File: src/rtl/inst_fetch_queue_pkg.sv
// Shared types and constants for the instruction fetch queue.
// Queue entries carry the fetch PC, the returned word and an address-error flag.
package inst_fetch_queue_pkg;
  localparam int          INST_ADDR_W  = 32;
  localparam int          INST_DATA_W  = 32;
  localparam logic [31:0] RESET_PC_DEF = 32'hBFC0_0000;
  localparam logic [31:0] NOP_WORD     = 32'h0000_0000;

  typedef struct packed {
    logic                   adel;
    logic [INST_ADDR_W-1:0] pc;
    logic [INST_DATA_W-1:0] instr;
  } fq_entry_t;

  function automatic logic [INST_ADDR_W-1:0] next_pc(input logic [INST_ADDR_W-1:0] pc);
    return pc + 32'd4;
  endfunction
endpackage

File: src/rtl/inst_fetch_queue_if.sv
// Instruction bus, redirect and decode handshake bundle.
// The fetch unit uses the master view; the bus/decoder side uses the slave view.
interface inst_fetch_queue_if;
  import inst_fetch_queue_pkg::*;

  logic                   inst_req;
  logic [INST_ADDR_W-1:0] inst_addr;
  logic                   inst_addr_ok;
  logic                   inst_data_ok;
  logic [INST_DATA_W-1:0] inst_rdata;
  logic                   redirect;
  logic [INST_ADDR_W-1:0] redirect_pc;
  logic                   validD;
  logic                   readyD;
  logic [INST_DATA_W-1:0] instrD;
  logic [INST_ADDR_W-1:0] pcD;
  logic                   adelD;

  modport master (
    output inst_req, inst_addr, validD, instrD, pcD, adelD,
    input  inst_addr_ok, inst_data_ok, inst_rdata, redirect, redirect_pc, readyD
  );

  modport slave (
    input  inst_req, inst_addr, validD, instrD, pcD, adelD,
    output inst_addr_ok, inst_data_ok, inst_rdata, redirect, redirect_pc, readyD
  );
endinterface

File: src/rtl/inst_fetch_queue_fetch_queue.sv
// Circular FIFO of fetched entries with flush; head reads as zero when empty.
module inst_fetch_queue_fetch_queue
  import inst_fetch_queue_pkg::*;
#(
  parameter int DEPTH = 4
) (
  input  logic                     clk,
  input  logic                     resetn,
  input  logic                     flush,
  input  logic                     push,
  input  fq_entry_t                push_data,
  input  logic                     pop,
  output logic [$clog2(DEPTH):0]   count,
  output fq_entry_t                head
);
  localparam int AW = $clog2(DEPTH);
  localparam logic [AW:0] FULL_W = (AW+1)'(DEPTH);

  fq_entry_t       mem_r [DEPTH];
  logic [AW-1:0]   wr_ptr_r;
  logic [AW-1:0]   rd_ptr_r;
  logic [AW:0]     count_r;
  logic            do_pop_s;
  logic            do_push_s;

  assign do_pop_s  = pop && (count_r != '0);
  assign do_push_s = push && ((count_r != FULL_W) || do_pop_s);

  // Pointer and occupancy update; flush empties the queue and wins over push/pop.
  always_ff @(posedge clk) begin
    if (!resetn || flush) begin
      wr_ptr_r <= '0;
      rd_ptr_r <= '0;
      count_r  <= '0;
    end else begin
      if (do_push_s) wr_ptr_r <= wr_ptr_r + AW'(1);
      if (do_pop_s)  rd_ptr_r <= rd_ptr_r + AW'(1);
      case ({do_push_s, do_pop_s})
        2'b10:   count_r <= count_r + (AW+1)'(1);
        2'b01:   count_r <= count_r - (AW+1)'(1);
        default: count_r <= count_r;
      endcase
    end
  end

  // Entry storage write.
  always_ff @(posedge clk) begin
    if (do_push_s) mem_r[wr_ptr_r] <= push_data;
  end

  assign count = count_r;
  assign head  = (count_r != '0) ? mem_r[rd_ptr_r] : '0;
endmodule

File: src/rtl/inst_fetch_queue.sv
// Fetch front end: pipelined SRAM-like requests, in-order response queue, redirect
// handling with stale-response discard, and address-error entries for misaligned PCs.
module inst_fetch_queue
  import inst_fetch_queue_pkg::*;
#(
  parameter int          DEPTH    = 4,
  parameter logic [31:0] RESET_PC = RESET_PC_DEF
) (
  input  logic               clk,
  input  logic               resetn,
  inst_fetch_queue_if.master bus
);
  localparam int          CW      = $clog2(DEPTH) + 1;
  localparam int          DW      = 8;
  localparam logic [CW:0] DEPTH_W = (CW+1)'(DEPTH);

  logic [31:0]   fetch_pc_r;
  logic [31:0]   resp_pc_r;
  logic [31:0]   addr_r;
  logic [CW-1:0] outstanding_r;
  logic [DW-1:0] discard_r;
  logic          halted_r;
  logic          req_r;
  logic          stale_r;

  logic [CW-1:0] count_s;
  fq_entry_t     head_s;
  fq_entry_t     push_data_s;
  logic          push_s;
  logic          acc_s, drop_s, take_s, pop_s;
  logic          aligned_s, credit_ok_s, raise_s, adel_s;
  logic [DW-1:0] discard_redir_s, discard_norm_s;
  logic [CW-1:0] outstanding_nxt_s;

  assign acc_s       = req_r & bus.inst_addr_ok;
  assign drop_s      = bus.inst_data_ok & (discard_r != '0);
  assign take_s      = bus.inst_data_ok & (discard_r == '0) & (outstanding_r != '0);
  assign pop_s       = (count_s != '0) & bus.readyD;
  assign aligned_s   = (fetch_pc_r[1:0] == 2'b00);
  assign credit_ok_s = (({1'b0, count_s} + {1'b0, outstanding_r}) < DEPTH_W);
  assign raise_s     = !bus.redirect & !halted_r & aligned_s & credit_ok_s & !req_r;
  assign adel_s      = !bus.redirect & !halted_r & !aligned_s & (outstanding_r == '0) &
                       (discard_r == '0) & ({1'b0, count_s} < DEPTH_W);

  // Queue push source: a counted bus response or a synthesized address-error entry.
  always_comb begin
    push_s      = 1'b0;
    push_data_s = '0;
    if (take_s) begin
      push_s            = 1'b1;
      push_data_s.adel  = 1'b0;
      push_data_s.pc    = resp_pc_r;
      push_data_s.instr = bus.inst_rdata;
    end else if (adel_s) begin
      push_s            = 1'b1;
      push_data_s.adel  = 1'b1;
      push_data_s.pc    = fetch_pc_r;
      push_data_s.instr = NOP_WORD;
    end else begin
      push_s      = 1'b0;
      push_data_s = '0;
    end
  end

  // On redirect every fetch still owed by the bus becomes a word to throw away.
  always_comb begin
    discard_redir_s   = discard_r + DW'(outstanding_r) + DW'(acc_s) - DW'(drop_s | take_s);
    discard_norm_s    = discard_r + DW'(acc_s & stale_r) - DW'(drop_s);
    outstanding_nxt_s = outstanding_r + CW'(acc_s & !stale_r) - CW'(take_s);
  end

  inst_fetch_queue_fetch_queue #(.DEPTH(DEPTH)) u_queue (
    .clk       (clk),
    .resetn    (resetn),
    .flush     (bus.redirect),
    .push      (push_s),
    .push_data (push_data_s),
    .pop       (pop_s),
    .count     (count_s),
    .head      (head_s)
  );

  // Fetch PC, credit, discard and request-hold state.
  always_ff @(posedge clk) begin
    if (!resetn) begin
      fetch_pc_r    <= RESET_PC;
      resp_pc_r     <= RESET_PC;
      addr_r        <= '0;
      outstanding_r <= '0;
      discard_r     <= '0;
      halted_r      <= 1'b0;
      req_r         <= 1'b0;
      stale_r       <= 1'b0;
    end else if (bus.redirect) begin
      fetch_pc_r    <= bus.redirect_pc;
      resp_pc_r     <= bus.redirect_pc;
      halted_r      <= 1'b0;
      outstanding_r <= '0;
      discard_r     <= discard_redir_s;
      // A request the bus has not taken yet must stay up; its data is then unwanted.
      req_r         <= req_r & !acc_s;
      stale_r       <= req_r & !acc_s;
    end else begin
      discard_r     <= discard_norm_s;
      outstanding_r <= outstanding_nxt_s;
      if (acc_s && !stale_r) fetch_pc_r <= next_pc(fetch_pc_r);
      if (take_s)            resp_pc_r  <= next_pc(resp_pc_r);
      if (adel_s)            halted_r   <= 1'b1;
      if (acc_s) begin
        req_r   <= 1'b0;
        stale_r <= 1'b0;
      end else if (raise_s) begin
        req_r  <= 1'b1;
        addr_r <= fetch_pc_r;
      end
    end
  end

  assign bus.inst_req  = req_r;
  assign bus.inst_addr = addr_r;
  assign bus.validD    = (count_s != '0);
  assign bus.instrD    = head_s.instr;
  assign bus.pcD       = head_s.pc;
  assign bus.adelD     = head_s.adel;
endmodule

File: src/flat_wrapper.sv
// flat-port wrapper written by rule: the top's interface ports become plain ports
module inst_fetch_queue_flat import inst_fetch_queue_pkg::*;
#(
  parameter int          DEPTH    = 4,
  parameter logic [31:0] RESET_PC = RESET_PC_DEF
)
  (clk, resetn, bus_inst_req, bus_inst_addr, bus_validD, bus_instrD, bus_pcD, bus_adelD, bus_inst_addr_ok, bus_inst_data_ok, bus_inst_rdata, bus_redirect, bus_redirect_pc, bus_readyD);
  inst_fetch_queue_if bus_i ();
  input  logic clk;
  input  logic resetn;
  output wire logic [$bits(bus_i.inst_req)-1:0] bus_inst_req;
  output wire logic [$bits(bus_i.inst_addr)-1:0] bus_inst_addr;
  output wire logic [$bits(bus_i.validD)-1:0] bus_validD;
  output wire logic [$bits(bus_i.instrD)-1:0] bus_instrD;
  output wire logic [$bits(bus_i.pcD)-1:0] bus_pcD;
  output wire logic [$bits(bus_i.adelD)-1:0] bus_adelD;
  input wire logic [$bits(bus_i.inst_addr_ok)-1:0] bus_inst_addr_ok;
  input wire logic [$bits(bus_i.inst_data_ok)-1:0] bus_inst_data_ok;
  input wire logic [$bits(bus_i.inst_rdata)-1:0] bus_inst_rdata;
  input wire logic [$bits(bus_i.redirect)-1:0] bus_redirect;
  input wire logic [$bits(bus_i.redirect_pc)-1:0] bus_redirect_pc;
  input wire logic [$bits(bus_i.readyD)-1:0] bus_readyD;
  assign bus_inst_req = bus_i.inst_req;
  assign bus_inst_addr = bus_i.inst_addr;
  assign bus_validD = bus_i.validD;
  assign bus_instrD = bus_i.instrD;
  assign bus_pcD = bus_i.pcD;
  assign bus_adelD = bus_i.adelD;
  assign bus_i.inst_addr_ok = bus_inst_addr_ok;
  assign bus_i.inst_data_ok = bus_inst_data_ok;
  assign bus_i.inst_rdata = bus_inst_rdata;
  assign bus_i.redirect = bus_redirect;
  assign bus_i.redirect_pc = bus_redirect_pc;
  assign bus_i.readyD = bus_readyD;
  inst_fetch_queue #(.DEPTH(DEPTH), .RESET_PC(RESET_PC)) u_core (.clk(clk), .resetn(resetn), .bus(bus_i));
endmodule
File: config.mk
export PLATFORM = sky130hd
export DESIGN_NAME = inst_fetch_queue_flat
export DESIGN_NICKNAME = d
export VERILOG_FILES = /design/src/rtl/inst_fetch_queue_pkg.sv /design/src/rtl/inst_fetch_queue_if.sv /design/src/rtl/inst_fetch_queue_fetch_queue.sv /design/src/rtl/inst_fetch_queue.sv /design/src/flat_wrapper.sv
export SDC_FILE = /design/constraint.sdc
export NUM_CORES = 1
export LEC_CHECK = 0
export ABC_AREA = 1
export CAP_MARGIN = 20
export CORE_MARGIN = 3
export CORE_UTILIZATION = 54
export CTS_CLUSTER_SIZE = 14
export DETAILED_ROUTE_END_ITERATION = 16
export PLACE_DENSITY = 0.8
export SETUP_SLACK_MARGIN = 0.1
export SKIP_CTS_REPAIR_TIMING = 1
export SYNTH_ARGS = -nofsm -noshare
export SYNTH_HDL_FRONTEND = slang
export SYNTH_HIERARCHICAL = 1
export SYNTH_SLANG_ARGS = --single-unit
File: constraint.sdc
create_clock -name clk -period 6.9 [get_ports clk]
set_input_delay 1.38 -clock clk [delete_from_list [all_inputs] [get_ports clk]]
set_output_delay 1.38 -clock clk [all_outputs]
set_load 0.01 [all_outputs]
After elaboration in Yosys (flattened, before gate mapping)
Memory sizes are Yosys's and may differ from the RTL's. A register that Yosys moved wholly into a read port is not among the register bits. Index checks and enable logic that the tools add are counted.

Output and inout bits: 99. Flip-flop bits (word level): 117. Input bits: 70. Memories: 1. Bits in writable memories: 260.

Reduce and logical (&&, ||, !) cells: 25. Equal/unequal tests: 3. Bitwise logic cells: 20. Multiplexer cells: 20. $add $sub $neg: 14. $lt $le $gt $ge: 2.

Memory list: u_core.u_queue.mem_r (words 4, bits a word 65, rd ports 1, clocked after memory_dff 1, wr ports 1, line inst_fetch_queue_fetch_queue.sv:19) `fq_entry_t mem_r [DEPTH];`.

Operators with widths (count): 65-bit two-way mux (3); 32-bit two-way mux (4); 32-bit by 3-bit adder with 32-bit output, second input constant (2); 1-bit AND (16); 1-bit two-way mux (9); 3-bit nonzero test (3); 8-bit by 1-bit adder with 8-bit output (1); 8-bit by 3-bit adder with 8-bit output (1); 8-bit adder (1); 8-bit logical NOT (1); 8-bit two-way mux (1); 2-bit nonzero test (4); 8-bit nonzero test (1); 8-bit by 1-bit subtractor with 8-bit output (1); 8-bit subtractor (1); 1-bit logical NOT (7); 3-bit case mux with 2 select lines (1); 2-bit by 1-bit adder with 2-bit output, second input constant (2); 3-bit by 3-bit adder with 4-bit output (1); 4-bit by 3-bit less-than comparator with 1-bit output, second input constant (1); 2-bit two-way mux (2); 3-bit by 1-bit adder with 3-bit output, second input constant (1); 3-bit adder (1); 1-bit logical AND (3); other kinds (13) (16).

Logic depth before layout (Yosys ltp)
Gate-level depths: netlist of run 1.

Word-level depth: 11. Depth in mapped cells: 17. Gate-level depth less buffers: 17.

Hierarchy
The synthesis of run 1 kept the hierarchy.

Modules (own cells, without submodules): inst_fetch_queue_fetch_queue (cells an instance 835, area an instance 10581.4 um2, times used 1); inst_fetch_queue (cells an instance 1166, area an instance 7267.0 um2, times used 1).

Worst setup path after synthesis of run 1
OpenSTA, ideal clock, no wires.

Kind: input to register. Start: in bus_redirect. End: mem u_core/u_queue/mem_r[0][0] (netlist name) (enable). Stages: 9. Setup slack: 1.281 ns. Buffers on the path: 2. Data arrival time: 5.130 ns. Required time: 6.411 ns. Cell sequence: buf_6 -> nor2_2 -> nand2_1 -> nor3_1 -> nand2_1 -> clkbuf_1 -> nand2_1 -> nand2_1 -> nor2_1.

Cells in the longest elaborated chain, start to end: 11.

RTL lines: start: declaration (line flat_wrapper.sv:20) `input wire logic [$bits(bus_i.redirect)-1:0] bus_redirect;`; 1-bit logical NOT (line inst_fetch_queue.sv:42) `assign adel_s = !bus.redirect & !halted_r & !aligned_s & (outstanding_r == '0) &`; 1-bit AND (4 in series) (line inst_fetch_queue.sv:42); 1-bit AND (line inst_fetch_queue.sv:43) `(discard_r == '0) & ({1'b0, count_s} < DEPTH_W);`; 1-bit two-way mux (line inst_fetch_queue.sv:54) `end else if (adel_s) begin`; 1-bit two-way mux (line inst_fetch_queue.sv:49) `if (take_s) begin`; via u_core.push_s (line inst_fetch_queue.sv:29) `logic push_s;`; 1-bit logical AND (line inst_fetch_queue_fetch_queue.sv:27) `assign do_push_s = push && ((count_r != FULL_W) || do_pop_s);`; 1-bit two-way mux (line inst_fetch_queue_fetch_queue.sv:48) `if (do_push_s) mem_r[wr_ptr_r] <= push_data;`; 1-bit two-way mux (implied by the code) (line inst_fetch_queue_fetch_queue.sv:48); end: declaration (line inst_fetch_queue_fetch_queue.sv:19).

The timed path passes the listed nets, and every way through them passes these cells.

==> results of run 1 <==
## cell families (layout without fill, tap and decap cells)
logic type	after synthesis	count (layout)	synth area share
buffers and inverters	295	456	0.07459
xor gates and xnor gates	13	13	0.006379
adders and majority gates	32	32	0.02454
and+or+nand+nor	856	856	0.1994
AOI/OAI and AO/OA	426	426	0.1242
DFF	379	379	0.5709
## how the worst max path moves through the flow
stage / start / slack (ps) / end / depth (start not counted)
2_1_floorplan: bus_redirect / 1280 / u_core/u_queue/mem_r[0][0]$_DFFE_PP_ / 9
3_3_place_gp: bus_redirect / 2570 / u_core/u_queue/mem_r[3][3]$_DFFE_PP_ / 10
3_5_place_dp: bus_redirect / 2450 / u_core/u_queue/mem_r[1][3]$_DFFE_PP_ / 10
4_1_cts: flop / 1950 / bus_instrD[28] / 5
5_1_grt: flop / 1940 / bus_instrD[24] / 6
6_report: flop / 2160 / bus_pcD[13] / 7
## metal layers
layer,global-route usage,wire length (µm),up-vias
li1,-,-,6970
met1,0.3691,19470,6769
met2,0.4014,21130,722
met3,0.03739,4095,109
met4,0.08716,1431,0
met5,0,0,-
## state kept, by name (all words and copies together), names as in the netlist, 2 cells and up, named ones only
register and flops:
u_core/u_queue/mem_r 260, u_core/resp_pc_r 32, u_core/outstanding_r 3, u_core/fetch_pc_r 32, u_core/u_queue/wr_ptr_r 2, u_core/u_queue/rd_ptr_r 2, u_core/bus.inst_addr 32, u_core/discard_r 8
u_core/u_queue/count 3
## cells in the final DEF, fill, tap and decap left out, types with 13 or more instances in the layout
master                            Yosys  final
sky130_fd_sc_hd__nor2_1             421    417
sky130_fd_sc_hd__nand2_1            277    277
sky130_fd_sc_hd__edfxtp_1           260    260
sky130_fd_sc_hd__inv_1              194    193
sky130_fd_sc_hd__clkdlybuf4s50_1      0    167
sky130_fd_sc_hd__o21ai_0            150    150
sky130_fd_sc_hd__a21oi_1            148    148
sky130_fd_sc_hd__dfxtp_1            119    117
sky130_fd_sc_hd__nand3_1             95     95
sky130_fd_sc_hd__o21ai_1             72     72
sky130_fd_sc_hd__clkbuf_16            0     40
sky130_fd_sc_hd__o22ai_1             35     35
sky130_fd_sc_hd__ha_1                27     27
sky130_fd_sc_hd__nand4_1             22     22
sky130_fd_sc_hd__buf_4                7     14
sky130_fd_sc_hd__nor2_4               9     13
## power groups by stage
| stage | clock network (mW) | registers (mW) | logic (mW) |
|---|---|---|---|
| after floorplan | 0 | 2.61 | 0.562 |
| after global placement | 0 | 2.61 | 0.811 |
| after detailed placement | 0 | 2.61 | 0.835 |
| after CTS | 2.07 | 2.57 | 0.842 |
| after global routing | 2.16 | 2.58 | 0.962 |
| final | 2.04 | 2.57 | 0.843 |
## metrics by stage
| stage | hold WS (ps) | instance area [µm²] | setup WS [ps] | power [mW] |
|---|---|---|---|---|
| after floorplan | 435.6 | 17850 | 1281 | 3.171 |
| after global placement | 427.9 | 19670 | 2566 | 3.422 |
| after detailed placement | 428.4 | 19670 | 2454 | 3.449 |
| after CTS | 443.7 | 20910 | 1951 | 5.481 |
| after global routing | 463.1 | 20930 | 1944 | 5.701 |
| final | 442.4 | 20930 | 2158 | 5.455 |
## final cells by class
type	count	area share
flip-flops and latches	379	0.4871
inverters	206	0.03707
multi-input cells	1327	0.3038
clock buffers	52	0.05129
well taps	435	0.02601
clock inverters	14	0.007712
repair buffers	184	0.08705
## critical path, stage by stage (launching register included)
cell and delay [ps]:
sky130_fd_sc_hd__dfxtp_2 320, sky130_fd_sc_hd__buf_4 650, sky130_fd_sc_hd__inv_2 260, sky130_fd_sc_hd__buf_4 400, sky130_fd_sc_hd__nor2_1 200, sky130_fd_sc_hd__o21ai_0 110, sky130_fd_sc_hd__a21oi_1 270, sky130_fd_sc_hd__clkdlybuf4s50_1 600
==> impl_results.md, run 1 <==
* Maximum number of pins on one net before global-route repair at 76
* Critical path peak fanout at 66
* Power Internal at 4.046 mW
* Sequential Area at 0.01019 mm²
* Most area-consuming cells after synthesis: sky130_fd_sc_hd__edfxtp_1 (44%), sky130_fd_sc_hd__dfxtp_1 (13%), sky130_fd_sc_hd__nor2_1 (8.9%)
* Unrepaired setup endpoints after global routing: no
* Post-route antenna net violation count at 0
* Count of unresolved DRC violations after routing at 0
* Count of pins on the block boundary at 169
* Cell depth of the worst hold path at 2
* Cell Rows at 65
* Mapped cell area at 0.01785 mm²
* Global-route usage over all layers at 0.2562
* Vias per std cell at 5.610
* Count of nets after finishing at 2239
* Vias in the first global route at 13820
* Deepest clock path buffer count at 3
* R2r worst-path depth at 11
* Die height at 187.8 µm
* Share of Yosys cell area claimed by the top area cell type at 0.4374
* Number of inserted filler cells in the final layout at 2596
* Mean cell area of the mapped netlist at 8.920 µm²
* Number of distinct library cells after synthesis at 40
* Area of the core at 0.03204 mm²
* Capture instance of the worst register-to-register path: u_core/outstanding_r[2]$_SDFF_PP0_
* Most used flip-flop cell after synthesis: sky130_fd_sc_hd__edfxtp_1
* Share of the clock period used by the worst path at 0.6872
* Endpoint type of the worst setup path: output pin
* Clock insertion delay at the later pin of the skew report at 530 ps
* Critical path class: reg -> out
* Max-slew violation count at 0
* Peak ir drop on the vdd network at 157.4 µV
* Endpoint with the worst hold slack: u_core/bus.inst_addr[0]$_SDFFE_PN0P_
* Number of sinks on the clock net at 379
* Gr ovfl total at 0
* Net switching power figure at 1.409 mW
* Run status: complete, no violations
* Flop-to-flop setup slack at 3840 ps
* Reported leakage power at 7.926 nW
* Root buffer selected by CTS: sky130_fd_sc_hd__clkbuf_16
* Most frequent cell after synthesis: sky130_fd_sc_hd__nor2_1
* Num CTS Buffers at 39
* Arr. time, crit path at 3360 ps
* Area used by multi-input combinational logic at 0.006357 mm²
* First-pass GRT wire length at 72980 µm
* Final weighted congestion of routability-driven global placement at 0.9837
* Clock network fraction of total power at 0.374
* Number of placed cells counting well taps at 2530
* Slew of the pin with the lowest slew margin at 1077 ps
* Worst path required time at 5520 ps
* Switching power share of the total at 0.2582
* Overall die area at 0.03527 mm²
* Setup TNS after final layout at 0 ps
* Count of warnings emitted by yosys at 6
* Number of DRC markers after the initial detailed-route iteration at 1441
* TritonCTS clock tree: yes
* Maximum clock frequency at 210.9 MHz
* Kind of launch point of the worst setup path: flop
* Worst slew margin at 0.2793
* Class of the most critical hold timing path: reg -> reg
* CTS HTree Levels at 2
* Starting density of the core at 0.5570
* Startpoint of the worst-slack reg-to-reg timing path: u_core/outstanding_r[1]$_SDFF_PP0_
* Total nets after synthesis at 2103
* Gate count after technology mapping at 2001
* Maximum clock skew at final layout at 14.11 ps
* Clock transition at the register clock pins on the worst setup and hold paths after CTS at 60 ps
* Total routed wirelength at 46120 µm
* Count of inserted antenna diode cells at 0
* Number of antenna violations at the first check in global routing at 0
* Sequential area share after synthesis at 0.5709
* Most common library cells after synthesis: sky130_fd_sc_hd__nor2_1 (421), sky130_fd_sc_hd__nand2_1 (277), sky130_fd_sc_hd__edfxtp_1 (260)
* Clock period minus worst slack at 4742 ps
* Number of standard cells in the final layout excluding fillers at 2597
* Setup violations, final at 0
* 1st-pass router iterations at 6
* Fraction of layout instances using a drive strength above 1 at 0.05504
* Synthesis-stage register bit count at 379
* Combinational cell fraction of total power at 0.155
* Worst hold path startpoint: u_core/bus.inst_addr[0]$_SDFFE_PN0P_
* Max-cap violations at 0
* Pwr dens at 260.6 mW/mm²
* Port bufs at 168
* Register share of total power at 0.471
* Largest area contributor in the synthesized netlist: sky130_fd_sc_hd__edfxtp_1
* Hold Fails Final Rpt at 0
* X dimension of the die at 187.8 µm
* Async S/R FF share, synth at 0
* Total number of vias at 14570
* Post-DR wirelength/cell at 17.76 µm
* Area grow syn2layout at 17.26%
* Placed wire-length estimate after detailed placement at 30330 µm
* Count of flip-flops with a built-in enable after synthesis at 260
* Final cell utilization of the core at 0.6531
Note: power is estimated with default switching activity, not from simulation.
==> run 2: changes to the inputs <==
clock period = 4.71 ns   (was 6.9 ns; I/O delays follow)
==> run 2 against run 1 <==
  * Critical path depth decreased by 1
  * Hold slack improved by 8.1 ps
  * Routed wire length increased by 2.8%
  * Sequential power increased by 46%
  * Register-to-register slack got worse by 2200 ps
  * Global-route usage increased by 0.58 points
  * Combinational power increased by 48%
  * Clock power increased by 45%
  * Highest routed layer unchanged
  * Sequential share of layout area decreased by 0.15 points
  * Largest cell class unchanged
  * Via count increased by 0.30%
  * Clock skew increased by 2.1 ps
==> impl_results.md, run 2 (synthesis gave the netlist of run 1 again) <==
* Run status: complete, no violations
* Area grow syn2layout at 17.63%
* Hold Fails Final Rpt at 0 (unchanged)
* Num CTS Buffers at 38 (-2.6%)
* Overall Power at 7.964 mW (+46%)
* Number of DRC markers after the initial detailed-route iteration at 1399 (-2.9%)
* Register with the most flip-flops: u_core/u_queue/mem_r
* Starting density of the core at 0.5570 (unchanged)
* Pwr dens at 379.3 mW/mm² (+46%)
* Startpoint of the worst-slack reg-to-reg timing path: u_core/discard_r[3]$_SDFF_PN0_
* Class of the most critical hold timing path: reg -> reg
* Count of inserted antenna diode cells at 0 (unchanged)
* Post-DR wirelength/cell at 18.17 µm (+2.3%)
* Most common cell on crit path: sky130_fd_sc_hd__nor2_1
* Vias per std cell at 5.601 (-0.16%)
* Setup violations, final at 0 (unchanged)
* Peak ir drop on the vdd network at 269.5 µV (+71%)
* Share of the clock period used by the worst path at 0.9107
* Worst hold path startpoint: u_core/bus.inst_addr[0]$_SDFFE_PN0P_
* Number of antenna violations at the first check in global routing at 0 (unchanged)
* Count of unresolved DRC violations after routing at 0 (unchanged)
* Number of inserted filler cells in the final layout at 2542 (-2.1%)
* Delay contributed by the slowest stage of the critical path at 900 ps (+250 ps)
* First-pass GRT wire length at 74550 µm (+2.1%)
* Total routed wirelength at 47400 µm (+2.8%)
* Clock period minus worst slack at 4289 ps
* Deepest clock path buffer count at 3 (unchanged)
* Area of the core at 0.03204 mm² (unchanged)
* Clock insertion delay at the later pin of the skew report at 530 ps (about the same)
* Cell Rows at 65 (unchanged)
* Arr. time, crit path at 3350 ps (about the same)
* Cell type of the slowest stage on the worst timing path: sky130_fd_sc_hd__dfxtp_4
* Slew of the pin with the lowest slew margin at 854.0 ps (-223.2 ps)
* Critical path class: reg -> out
* TritonCTS clock tree: yes
* Vias in the first global route at 14080 (+1.9%)
* Commonest cells after routing, fill and taps aside: sky130_fd_sc_hd__nor2_1 (417), sky130_fd_sc_hd__nand2_1 (277), sky130_fd_sc_hd__edfxtp_1 (260)
* 1st-pass router iterations at 6 (unchanged)
* Crit path cell chain: buf_4 > nor2_1 > nor2_1 > o21ai_0 > a21oi_1 > clkdlybuf4s50_1
* Most common library cell in the layout ignoring fill and taps: sky130_fd_sc_hd__nor2_1
* Overall die area at 0.03527 mm² (unchanged)
* CP Buf/Inv Count at 2 (-2)
* Worst slew margin at 0.4307 (+0.1514)
* Gr ovfl total at 0 (unchanged)
* Fraction of layout instances using a drive strength above 1 at 0.05980 (+0.004756)
* Maximum clock frequency at 233.1 MHz
* Global-route usage over all layers at 0.2620 (+0.005801)
* Count of pins on the block boundary at 169 (unchanged)
* Total number of vias at 14610 (+0.30%)
* Maximum number of pins on one net before global-route repair at 103 (+36%)
* Root buffer selected by CTS: sky130_fd_sc_hd__clkbuf_16
* Number of sinks on the clock net at 379 (unchanged)
* Endpoint type of the worst setup path: output pin
* Reported leakage power at 7.968 nW (+0.53%)
* Clock transition at the register clock pins on the worst setup and hold paths after CTS at 60 ps (about the same)
* Placed wire-length estimate after detailed placement at 31330 µm (+3.3%)
* Post-route antenna net violation count at 0 (unchanged)
* Count of nets after finishing at 2247 (+0.36%)
* Max-slew violation count at 0 (unchanged)
* Kind of launch point of the worst setup path: flop
* CTS HTree Levels at 2 (unchanged)
* X dimension of the die at 187.8 µm (unchanged)
* Port bufs at 168 (unchanged)
* Die height at 187.8 µm (unchanged)
* Unrepaired setup endpoints after global routing: no
* Setup TNS after final layout at 0 ps (unchanged)
* Critical path peak fanout at 78 (+18%)
* Worst path required time at 3770 ps (-1750 ps)
* Max-cap violations at 0 (unchanged)
* Final weighted congestion of routability-driven global placement at 0.9613 (-2.3%)
* Top cell family by delay on the critical path: buffers and inverters
* Maximum clock skew at final layout at 16.21 ps (+2.098 ps)
* Flip-flop count of the largest register after layout at 260 (unchanged)
## run 2: layout make-up
type                            count  area (µm²)  area share
Sequential cell                   379       10190      0.4856
Multi-Input combinational cell   1327        6357      0.3028
Timing Repair Buffer              193        1902     0.09058
Clock buffer                       52        1066     0.05077
Inverter                          206       775.7     0.03695
Tap cell                          435       544.3     0.02592
Clock inverter                     17       155.1    0.007390
## run 2: worst paths after layout
path | end | slack, ps | cells past startpoint
max | bus_pcD[14] | 420 | 6
min | u_core/bus.inst_addr[0]$_SDFFE_PN0P_ | 450 | 2
max reg2reg | u_core/u_queue/mem_r[1][36]$_DFFE_PP_ | 1630 | 9
min reg2reg | u_core/bus.inst_addr[0]$_SDFFE_PN0P_ | 450 | 2
## run 2: through the flow
| stage | hold WS (ps) | util | setup slack, ps | std cells | cell area [µm²] |
|---|---|---|---|---|---|
| 2_1_floorplan | 435.6 | - | -470.7 | 2001 | 17850 |
| 3_3_place_gp | 428.5 | 0.6171 | 1083 | 2540 | 19770 |
| 3_5_place_dp | 441.7 | 0.6171 | 1042 | 2540 | 19770 |
| 4_1_cts | 455.0 | 0.6552 | 438.1 | 2609 | 21000 |
| 5_1_grt | 477.0 | 0.6552 | 269.5 | 2609 | 21000 |
| 6_report | 450.5 | 0.6552 | 420.8 | 2609 | 21000 |
## run 2: worst register-to-register path: stages, from the launching register on
cell and delay [ps]:
sky130_fd_sc_hd__dfxtp_1 310, sky130_fd_sc_hd__inv_1 100, sky130_fd_sc_hd__ha_1 190, sky130_fd_sc_hd__nand3_1 100, sky130_fd_sc_hd__nor2_2 160, sky130_fd_sc_hd__nand3_2 350
sky130_fd_sc_hd__nand2_1 250, sky130_fd_sc_hd__nand2_1 320, sky130_fd_sc_hd__nor2_4 540, sky130_fd_sc_hd__buf_4 410
## run 2: per-layer routing
metal | track usage | routed length, µm | vias up
met4 | 0.08110 | 1322 | 0
met2 | 0.4297 | 22100 | 715
met1 | 0.3599 | 19830 | 6816
met3 | 0.04412 | 4148 | 84
li1 | - | - | 6999
met5 | 0 | 0 | -
## run 2: power breakdown
group / internal, mW / switching [mW]
clock: 1.70 / 1.24
combinational: 0.489 / 0.763
sequential: 3.67 / 0.0923
==> run 3: changes to the inputs <==
ABC_AREA = 0   (was 1)
PLACE_DENSITY = default   (was 0.8)
PLACE_DENSITY_LB_ADDON = 0.3   (was default)
==> run 3 against run 2 <==
  * Clock-buffer cell count fell by 4
  * Setup slack better by 480 ps
  * Clock skew increased by 6.1 ps
  * Combinational power down 30%
  * Sequential power is 1% lower
  * Synthesized cell count down 39%
  * Die area is 6.6% lower
  * Hold slack gained 10 ps
  * Critical endpoint is now bus_instrD[20]
  * Largest power group unchanged
==> impl_results.md, run 3 <==
* Worst hold path startpoint: u_core/resp_pc_r[1]$_SDFFE_PN0P_
* TritonCTS clock tree: yes
* Number of antenna violations at the first check in global routing at 1 (+1)
* Class of the most critical hold timing path: reg -> reg
* Mean cell area of the mapped netlist at 13.57 µm² (+52%)
* Clock period minus worst slack at 3812 ps (-476.7 ps)
* Endpoint type of the worst setup path: output pin
* Global-route usage over all layers at 0.2214 (-0.04056)
* Maximum clock skew at final layout at 22.27 ps (+6.059 ps)
* Worst path required time at 3770 ps (about the same)
* Post-DR wirelength/cell at 20.66 µm (+14%)
* Fraction of layout instances using a drive strength above 1 at 0.1199 (+0.06015)
* Total routed wirelength at 37170 µm (-22%)
* X dimension of the die at 181.5 µm (-3.4%)
* Port bufs at 168 (unchanged)
* Placed wire-length estimate after detailed placement at 23850 µm (-24%)
* Peak ir drop on the vdd network at 299.9 µV (+11%)
* Area of the core at 0.03003 mm² (-6.3%)
* Register share of total power at 0.465 (-0.008)
* Capture instance of the worst register-to-register path: u_core/discard_r[6]$_SDFF_PN0_
* Cell Rows at 63 (-3.1%)
* Mapped cell area at 0.01663 mm² (-6.8%)
* Number of sinks on the clock net at 379 (unchanged)
* Sequential Area at 0.01019 mm² (unchanged)
* Critical path launch point: u_core/u_queue/count[0]$_SDFFE_PP0P_
* Number of inserted filler cells in the final layout at 2137 (-16%)
* Endpoint with the worst hold slack: u_core/resp_pc_r[1]$_SDFFE_PN0P_
* Worst slew margin at 0.4200 (-0.01066)
* Commonest cells after routing, fill and taps aside: sky130_fd_sc_hd__edfxtp_1 (260), sky130_fd_sc_hd__clkdlybuf4s50_1 (168), sky130_fd_sc_hd__dfxtp_1 (117)
* Maximum number of pins on one net before global-route repair at 85 (-17%)
* Count of warnings emitted by yosys at 6 (unchanged)
* Most frequent cell after synthesis: sky130_fd_sc_hd__edfxtp_1
* Flip-flop count of the largest register after layout at 260 (unchanged)
* Clock transition at the register clock pins on the worst setup and hold paths after CTS at 60 ps (about the same)
* Flop-to-flop setup slack at 1180 ps (-450 ps)
* Most common library cells after synthesis: sky130_fd_sc_hd__edfxtp_1 (260), sky130_fd_sc_hd__dfxtp_1 (119), sky130_fd_sc_hd__nor2_1 (75)
* Pwr dens at 397.0 mW/mm² (+4.7%)
* Switching power share of the total at 0.2274 (-0.03618)
* Setup violations, final at 0 (unchanged)
* Synthesis-stage register bit count at 379 (unchanged)
* Area grow syn2layout at 20.96%
* Die height at 181.5 µm (-3.4%)
* Root buffer selected by CTS: sky130_fd_sc_hd__clkbuf_16
* Most used flip-flop cell after synthesis: sky130_fd_sc_hd__edfxtp_1
* Kind of launch point of the worst setup path: flop
* Deepest clock path buffer count at 3 (unchanged)
* Most common library cell in the layout ignoring fill and taps: sky130_fd_sc_hd__edfxtp_1
* Gr ovfl total at 0 (unchanged)
* Arr. time, crit path at 2870 ps (-480 ps)
* Area used by multi-input combinational logic at 0.005949 mm² (-6.4%)
* 1st-pass router iterations at 5 (-1)
* Critical path peak fanout at 28 (-64%)
* Unrepaired setup endpoints after global routing: no
* Gate count after technology mapping at 1225 (-39%)
* Vias in the first global route at 10670 (-24%)
* Total nets after synthesis at 1327 (-37%)
* Post-route antenna net violation count at 0 (unchanged)
* Max-cap violations at 0 (unchanged)
* Setup TNS after final layout at 0 ps (unchanged)
* Sequential area share after synthesis at 0.6128 (+0.04188)
* Number of distinct library cells after synthesis at 67 (+68%)
* Count of pins on the block boundary at 169 (unchanged)
* Cell depth of the worst hold path at 2 (unchanged)
* Power Internal at 6.169 mW (+5.2%)
* Register with the most flip-flops: u_core/u_queue/mem_r
* Reported leakage power at 6.883 nW (-14%)
* Combinational cell fraction of total power at 0.110 (-0.047)
* Async S/R FF share, synth at 0 (unchanged)
* Hold Worst Slack at 460.9 ps (+10.45 ps)
* Maximum clock frequency at 262.3 MHz (+13%)
* Critical path class: reg -> out
* R2r worst-path depth at 14 (+5)
* Overall die area at 0.03294 mm² (-6.6%)
* Final cell utilization of the core at 0.6697 (+0.01449)
* Hold Fails Final Rpt at 0 (unchanged)
* Final weighted congestion of routability-driven global placement at 0.8700 (-9.5%)
* CTS HTree Levels at 2 (unchanged)
* Largest area contributor in the synthesized netlist: sky130_fd_sc_hd__edfxtp_1
* First-pass GRT wire length at 58510 µm (-22%)
* Clock network fraction of total power at 0.426 (+0.056)
* Num CTS Buffers at 40 (+5.3%)
* Count of nets after finishing at 1479 (-34%)
* Slew of the pin with the lowest slew margin at 863.3 ps (+9.347 ps)
* Count of flip-flops with a built-in enable after synthesis at 260 (unchanged)
* Most area-consuming cells after synthesis: sky130_fd_sc_hd__edfxtp_1 (47%), sky130_fd_sc_hd__dfxtp_1 (14%), sky130_fd_sc_hd__mux4_2 (8.8%)
* Clock insertion delay at the later pin of the skew report at 540 ps (about the same)
* Number of DRC markers after the initial detailed-route iteration at 895 (-36%)
* Net switching power figure at 1.816 mW (-14%)
* Count of inserted antenna diode cells at 0 (unchanged)
* Vias per std cell at 6.004 (+7.2%)
* Count of unresolved DRC violations after routing at 0 (unchanged)
* Share of Yosys cell area claimed by the top area cell type at 0.4695 (+0.03209)
* Run status: complete, no violations
* Startpoint of the worst-slack reg-to-reg timing path: u_core/discard_r[2]$_SDFF_PN0_
* Max-slew violation count at 0 (unchanged)
* Total number of vias at 10800 (-26%)
* Starting density of the core at 0.5537 (-0.003328)
* Share of the clock period used by the worst path at 0.8094 (-0.1012)
* Overall Power at 7.984 mW (+0.26%)
-- run 3: cell types whose count changed after synthesis, moves of 30 or more --
| cell | change |
|---|---|
| sky130_fd_sc_hd__a21oi_1 | -102 |
| sky130_fd_sc_hd__a22o_1 | +32 |
| sky130_fd_sc_hd__and2_1 | +40 |
| sky130_fd_sc_hd__clkbuf_1 | +30 |
| sky130_fd_sc_hd__inv_1 | -161 |
| sky130_fd_sc_hd__mux2i_1 | +32 |
| sky130_fd_sc_hd__mux4_2 | +65 |
| sky130_fd_sc_hd__nand2_1 | -238 |
| sky130_fd_sc_hd__nand3_1 | -59 |
| sky130_fd_sc_hd__nor2_1 | -346 |
| sky130_fd_sc_hd__nor2b_1 | +67 |
| sky130_fd_sc_hd__o21ai_0 | -115 |
| sky130_fd_sc_hd__o21ai_1 | -72 |
| sky130_fd_sc_hd__o22ai_1 | -35 |
-- run 3: metal layers --
| layer | track usage | part of all wire |
|---|---|---|
| met5 | 0 | 0.00019 |
| met4 | 0.06917 | 0.023 |
| met3 | 0.04006 | 0.069 |
| met2 | 0.3500 | 0.47 |
| met1 | 0.3164 | 0.44 |
-- run 3: final cells by class --
cell class,count,share of cell area
flip-flops and latches,379,0.5069
multi-input cells,735,0.2958
repair buffers,187,0.09443
clock buffers,48,0.05387
well taps,390,0.02426
clock inverters,26,0.01841
inverters,34,0.006345
-- run 3: worst max-delay path by stage --
| stage | end | slack [ps] | depth (start not counted) |
|---|---|---|---|
| detailed placement | u_core/discard_r[6]$_SDFF_PN0_ | 840 | 11 |
| floorplan | u_core/u_queue/mem_r[0][0]$_DFFE_PP_ | 440 | 6 |
| CTS | bus_instrD[28] | 830 | 4 |
| global route | bus_instrD[20] | 700 | 4 |
| finish | bus_instrD[20] | 900 | 4 |
| global placement | u_core/discard_r[6]$_SDFF_PN0_ | 900 | 11 |
-- run 3: power by group through the flow --
| stage | clock, mW | sequential [mW] | combinational (mW) |
|---|---|---|---|
| detailed placement | 0 | 3.78 | 0.853 |
| CTS | 3.48 | 3.71 | 0.865 |
| global route | 3.62 | 3.72 | 0.952 |
| floorplan | 0 | 3.76 | 0.594 |
| global placement | 0 | 3.77 | 0.823 |
| finish | 3.40 | 3.71 | 0.875 |
-- run 3: through the flow --
stage	setup slack (ps)	area [µm²]	instances
6_report	897.5	20110	1799
5_1_grt	703.8	20110	1799
4_1_cts	825.1	20110	1799
3_5_place_dp	841.2	18660	1725
3_3_place_gp	896.0	18660	1725
2_1_floorplan	437.9	16630	1225
-- run 3: cell families (layout without fill, tap and decap cells) --
group           count (synthesis)  after routing  share of synthesized area
buf+inv                       111            295                    0.03025
flops                         379            379                     0.6128
xor+xnor                       41             41                    0.02160
mux                            97             97                     0.1073
simple gates                  393            393                     0.1318
compound gates                172            172                    0.06990
fa+ha+maj                      32             32                    0.02634
-- run 3: critical path, stage by stage (launching register included) --
cell	delay, ps
sky130_fd_sc_hd__dfxtp_1	460
sky130_fd_sc_hd__nor3_4	730
sky130_fd_sc_hd__buf_4	440
sky130_fd_sc_hd__and2b_1	220
sky130_fd_sc_hd__clkdlybuf4s50_1	470
